**src/rtl/result_sink.sv**
```systemverilog
// result_sink: captures the cpu result once per halt and serialises it as a
// byte stream. The frame is a header byte {3'b000, empty, trap}, followed by
// the eight result bytes when the captured stack was not empty.
// Byte order is set by LITTLE_ENDIAN.
// All outputs come straight from registers.
module result_sink #(
  parameter bit LITTLE_ENDIAN = 1'b1
) (
  input  logic        clk,
  input  logic        reset,
  input  logic [63:0] result,
  input  logic        result_empty,
  input  logic [3:0]  trap,
  output logic [7:0]  out_data,
  output logic        out_valid,
  input  logic        out_ready,
  output logic        busy,
  output logic        done
);

  typedef enum logic [1:0] {
    ST_IDLE = 2'd0,
    ST_HDR  = 2'd1,
    ST_DATA = 2'd2,
    ST_DONE = 2'd3
  } state_e;

  state_e      state_q;
  logic [2:0]  idx_q;
  logic [63:0] result_q;
  logic        empty_q;
  logic [3:0]  trap_q;
  logic [7:0]  data_q;
  logic        valid_q;
  logic        busy_q;
  logic        done_q;

  logic        hs_s;
  logic [2:0]  idx_d;
  logic [7:0]  first_byte_d;
  logic [7:0]  next_byte_d;

  // Byte at stream position idx of a 64-bit word, honouring the byte order.
  function automatic logic [7:0] pick_byte(input logic [63:0] word,
                                           input logic [2:0]  idx);
    logic [2:0] pos;
    if (LITTLE_ENDIAN) begin
      pos = idx;
    end else begin
      pos = 3'd7 - idx;
    end
    pick_byte = word[{pos, 3'b000} +: 8];
  endfunction

  // Handshake detection and the byte to present after the next handshake.
  always_comb begin
    hs_s         = valid_q & out_ready;
    idx_d        = idx_q + 3'd1;
    first_byte_d = pick_byte(result_q, 3'd0);
    next_byte_d  = pick_byte(result_q, idx_d);
  end

  // Frame FSM: capture on halt, header, data bytes, then hold done until re-arm.
  always_ff @(posedge clk) begin
    if (reset) begin
      state_q  <= ST_IDLE;
      idx_q    <= 3'd0;
      result_q <= 64'd0;
      empty_q  <= 1'b0;
      trap_q   <= 4'd0;
      data_q   <= 8'd0;
      valid_q  <= 1'b0;
      busy_q   <= 1'b0;
      done_q   <= 1'b0;
    end else begin
      case (state_q)
        ST_IDLE: begin
          if (trap != 4'd0) begin
            // Snapshot everything now; later input changes do not reach the frame.
            trap_q   <= trap;
            result_q <= result;
            empty_q  <= result_empty;
            idx_q    <= 3'd0;
            data_q   <= {3'b000, result_empty, trap};
            valid_q  <= 1'b1;
            busy_q   <= 1'b1;
            done_q   <= 1'b0;
            state_q  <= ST_HDR;
          end else begin
            data_q  <= 8'd0;
            valid_q <= 1'b0;
            busy_q  <= 1'b0;
            done_q  <= 1'b0;
          end
        end
        ST_HDR: begin
          if (hs_s) begin
            if (empty_q) begin
              data_q  <= 8'd0;
              valid_q <= 1'b0;
              busy_q  <= 1'b0;
              done_q  <= 1'b1;
              state_q <= ST_DONE;
            end else begin
              idx_q   <= 3'd0;
              data_q  <= first_byte_d;
              state_q <= ST_DATA;
            end
          end else begin
            // Stall: header byte and valid stay put.
            state_q <= ST_HDR;
          end
        end
        ST_DATA: begin
          if (hs_s) begin
            if (idx_q == 3'd7) begin
              idx_q   <= 3'd0;
              data_q  <= 8'd0;
              valid_q <= 1'b0;
              busy_q  <= 1'b0;
              done_q  <= 1'b1;
              state_q <= ST_DONE;
            end else begin
              idx_q  <= idx_d;
              data_q <= next_byte_d;
            end
          end else begin
            // Stall: current data byte and valid stay put.
            state_q <= ST_DATA;
          end
        end
        ST_DONE: begin
          if (trap == 4'd0) begin
            // cpu left the halted state: re-arm for the next halt.
            done_q  <= 1'b0;
            state_q <= ST_IDLE;
          end else begin
            done_q  <= 1'b1;
            state_q <= ST_DONE;
          end
        end
        default: begin
          state_q <= ST_IDLE;
          idx_q   <= 3'd0;
          data_q  <= 8'd0;
          valid_q <= 1'b0;
          busy_q  <= 1'b0;
          done_q  <= 1'b0;
        end
      endcase
    end
  end

  assign out_data  = data_q;
  assign out_valid = valid_q;
  assign busy      = busy_q;
  assign done      = done_q;

endmodule

```
**config.mk**
```make
export PLATFORM = sky130hd
export DESIGN_NAME = result_sink
export DESIGN_NICKNAME = d
export VERILOG_FILES = /design/src/rtl/result_sink.sv
export SDC_FILE = /design/constraint.sdc
export NUM_CORES = 1
export LEC_CHECK = 0
export BUFFER_PORTS_ARGS = -buffer_cell sky130_fd_sc_hd__buf_2
export CAP_MARGIN = 15
export CELL_PAD_IN_SITES_DETAIL_PLACEMENT = 1
export CELL_PAD_IN_SITES_GLOBAL_PLACEMENT = 1
export CORE_ASPECT_RATIO = 1.1
export CORE_MARGIN = 5
export CORE_UTILIZATION = 43
export DETAILED_ROUTE_END_ITERATION = 12
export GPL_ROUTABILITY_DRIVEN = 1
export GPL_TIMING_DRIVEN = 0
export PLACE_DENSITY_LB_ADDON = 0.05
export RECOVER_POWER = 50
export SKIP_CTS_REPAIR_TIMING = 1
export SYNTH_ARGS = -nofsm -noshare
export SYNTH_HDL_FRONTEND = slang
export SYNTH_SLANG_ARGS = --single-unit
```
**constraint.sdc**
```tcl
create_clock -name clk -period 4.3 [get_ports clk]
set_input_delay 0.43 -clock clk [delete_from_list [all_inputs] [get_ports clk]]
set_output_delay 0.43 -clock clk [all_outputs]
set_load 0.02 [all_outputs]
```
==> PnR_summary.wiki <==
{| class="wikitable"
! Metric !! Value
|-
| Run status || finished clean
|-
| Pwr Density || a little under 400 nW/um^2
|-
| Worst-Margin Slew || between 0.6 and 0.7 ns
|-
| Total nets after synthesis || approximately 500
|-
| Worst-Skew Late Latency || between 0.3 and 0.4 ns
|-
| Leading cell type in the layout, fill and taps excluded || sky130_fd_sc_hd__nand2_1
|-
| Met2 Use GR || between 30 and 40%
|-
| H-Tree Depth || 3
|-
| Clock root cell || sky130_fd_sc_hd__clkbuf_8
|-
| Row cnt || 35
|-
| Most frequent cells in the layout || sky130_fd_sc_hd__nand2_1, sky130_fd_sc_hd__dfxtp_1, sky130_fd_sc_hd__buf_2
|-
| Cell leakage power || approximately 1.8 nW
|-
| Grt ovf || 0
|-
| Number of inserted diodes || 0
|-
| Clock tree from TritonCTS || built
|-
| Cell count after synthesis || roughly 420
|-
| Type of the worst setup path || reg -> reg
|-
| Biggest area contributors in the synthesized netlist || sky130_fd_sc_hd__dfxtp_1, sky130_fd_sc_hd__nand2_1, sky130_fd_sc_hd__a21oi_1
|-
| Number of top-level design ports || 83
|-
| Share of the synthesized area in the top cell type || 43.8%
|-
| Pre-Repair DR Iteration Count || 4
|-
| Met1 usage || between 20% and 30%
|-
| Core area || ~8400 sq um
|-
| Die width || between 90 and 100 um
|-
| Routed wire length || 11.6 mm
|-
| Routed wirelength normalized by instance count || about 18 um
|-
| Final Hold Viols || 0
|-
| Maximum fanout along the worst path || 10
|-
| Number of design-rule violations left by the first detailed-router iteration || between 100 and 150
|-
| Maximum Capacitance Violations || 0
|-
| Area enclosed by the die boundary || roughly 10000 sq um
|-
| Number of enable-type register cells in the synthesized netlist || 0
|-
| Post-route fraction of the period consumed by the critical path || about three fifths
|-
| Number of nets still failing antenna checks after routing || 0
|-
| F_max || around 0.4 GHz
|-
| Type of origin of the critical path || flip-flop
|-
| Largest area contributor in the netlist || sky130_fd_sc_hd__dfxtp_1
|-
| Floorplan die height || 107 um
|-
| Relative slew slack || a little over half
|-
| Endpoint kind of the worst setup timing path || flip-flop
|-
| Remaining DRCs || 0
|-
| Vias after detailed routing || 3409
|-
| Final setup violation count || 0
|-
| Layout area overhead || 20.4%
|-
| Number of antenna violations at the first check in global routing || 0
|-
| Leading register cell type out of synthesis || sky130_fd_sc_hd__dfxtp_1
|-
| Mean post-synth cell area || about 8.7 sq um
|-
| Worst IR Drop VDD || approximately 0.00018 V
|-
| Num CTS Buffers || 9
|-
| Post-route non-filler standard cell count || around 630
|-
| Number of unique standard cell types used by synthesis || 40
|-
| Cell count after placement || 613
|-
| Arrival time at the worst endpoint || roughly 2.7 ns
|-
| Fraction of met3 tracks used by global routing || under 10%
|-
| Mean number of vias per cell || between 5 and 6
|-
| Clock-pin slew on the worst setup and hold paths || around 0.09 ns
|-
| Share of post-route cells with drive strength above 1 || a little under a quarter
|-
| Number of nets in the finished design || about 600
|-
| Max clock buf depth || 2
|-
| Largest net degree at the start of global routing || 15
|-
| Synthesized area || 3660 sq um
|-
| Worst clock skew || around 0.011 ns
|-
| Register bit count reported by yosys || 80
|-
| Sum of negative setup slack || 0 ns
|-
| Count of final max-slew check failures || 0
|-
| Post-detail-place hpwl || 8.79 mm
|-
| Final min period || about 2.5 ns
|-
| Sink count of the clock tree || 80
|-
| Placer congestion estimate || a little over 0.8
|-
| Type of the worst min-delay path || in -> reg
|-
| Sequential share of the synthesized area || between 40% and 50%
|-
| Vias in the first global route || ~3600
|-
| Count of yosys warnings during synthesis || 0
|-
| Gr usage total || a little under a quarter
|-
| Starting density of the core || 43.8%
|-
| Critical path required time || approximately 4.5 ns
|-
| # port buffers || 81
|-
| Most used routing layer in global routing || met2
|-
| Setup repair after global routing missed its margin || no
|-
| FFs w/ async S/R, synth || 0%
|-
| Post-layout total power || around 1.7 mW
|-
| First-pass GRT wire length || ~18 mm
|}
==> registers in the layout, summed over array words and instances (netlist names) <==
name      flops
busy          1
done          1
empty_q       1
idx_q         3
out_data      8
result_q     64
state_q       2
==> logic make-up (layout without fill, tap and decap cells) <==
family | count (synthesis) | count (layout) | share of synthesized area [%]
AND/OR/NAND/NOR | 169 | 169 | 19.7
AO/OA/AOI/OAI | 97 | 97 | 15.0
flip-flops | 80 | 80 | 43.8
buffers and inverters | 35 | 132 | 5.16
multiplexers | 31 | 31 | 13.3
adder cells (fa/ha/maj) | 9 | 9 | 3.08
==> cell usage after synthesis (5+ instances only) <==
master                     instances
sky130_fd_sc_hd__clkbuf_1         16
sky130_fd_sc_hd__buf_6             6
sky130_fd_sc_hd__o21ai_0           5
sky130_fd_sc_hd__ha_1              9
sky130_fd_sc_hd__dfxtp_1          80
sky130_fd_sc_hd__mux4_2           14
sky130_fd_sc_hd__nand2_1         132
sky130_fd_sc_hd__nor2b_1           5
sky130_fd_sc_hd__buf_2             7
sky130_fd_sc_hd__a21oi_1          71
sky130_fd_sc_hd__nor2_1           10
sky130_fd_sc_hd__mux2i_1          16
sky130_fd_sc_hd__o32ai_1           5
==> final timing paths <==
path	startpoint	end	slack, ns	depth (start not counted)
hold reg to reg	result_q[17]	result_q[17]	0.46	2
setup reg to reg	idx_q[0]	out_data[3]	1.81	7
hold / removal	result[48]	result_q[48]	0.29	3
setup / recovery	idx_q[0]	out_data[3]	1.81	7
==> per-layer routing <==
metal	wire length (um)	up-vias
met4	214	0
met2	5660	99
li1	-	1641
met5	0	-
met3	797	21
met1	4880	1648
==> power breakdown <==
group,internal [mW],total (mW),switching (mW)
Clock,0.304,0.598,0.294
Sequential,0.800,0.842,0.0421
Combinational,0.121,0.299,0.177
==> layout make-up <==
type / instances / area (sq um)
sequential: 80 / 1600
inverter: 4 / 15.0
clock buffer: 11 / 151
fill: 1067 / 3960
timing repair buffer: 81 / 393
multi-input combinational: 306 / 1870
buffer: 31 / 173
tap: 111 / 139
clock inverter: 5 / 63.8
==> worst max-delay path: stages (launching register included) <==
cell and delay [ns]:
sky130_fd_sc_hd__dfxtp_1 0.35, sky130_fd_sc_hd__ha_1 0.23, sky130_fd_sc_hd__ha_1 0.29, sky130_fd_sc_hd__buf_2 0.26
sky130_fd_sc_hd__buf_2 0.32, sky130_fd_sc_hd__mux4_2 0.56, sky130_fd_sc_hd__mux2i_1 0.23, sky130_fd_sc_hd__o32ai_1 0.11
==> through the flow <==
step / area, sq um / util, % / hold WS, ns / setup slack (ns)
5_1_grt: 4410 / 52.7 / 0.291 / 1.65
3_5_place_dp: 4200 / 50.3 / 0.444 / 1.81
6_report: 4410 / 52.7 / 0.291 / 1.81
3_3_place_gp: 4200 / 50.3 / 0.439 / 1.84
2_1_floorplan: 3660 / - / 0.433 / 2.21
4_1_cts: 4420 / 52.8 / 0.283 / 1.75
Power figures use the tool's default switching activity.
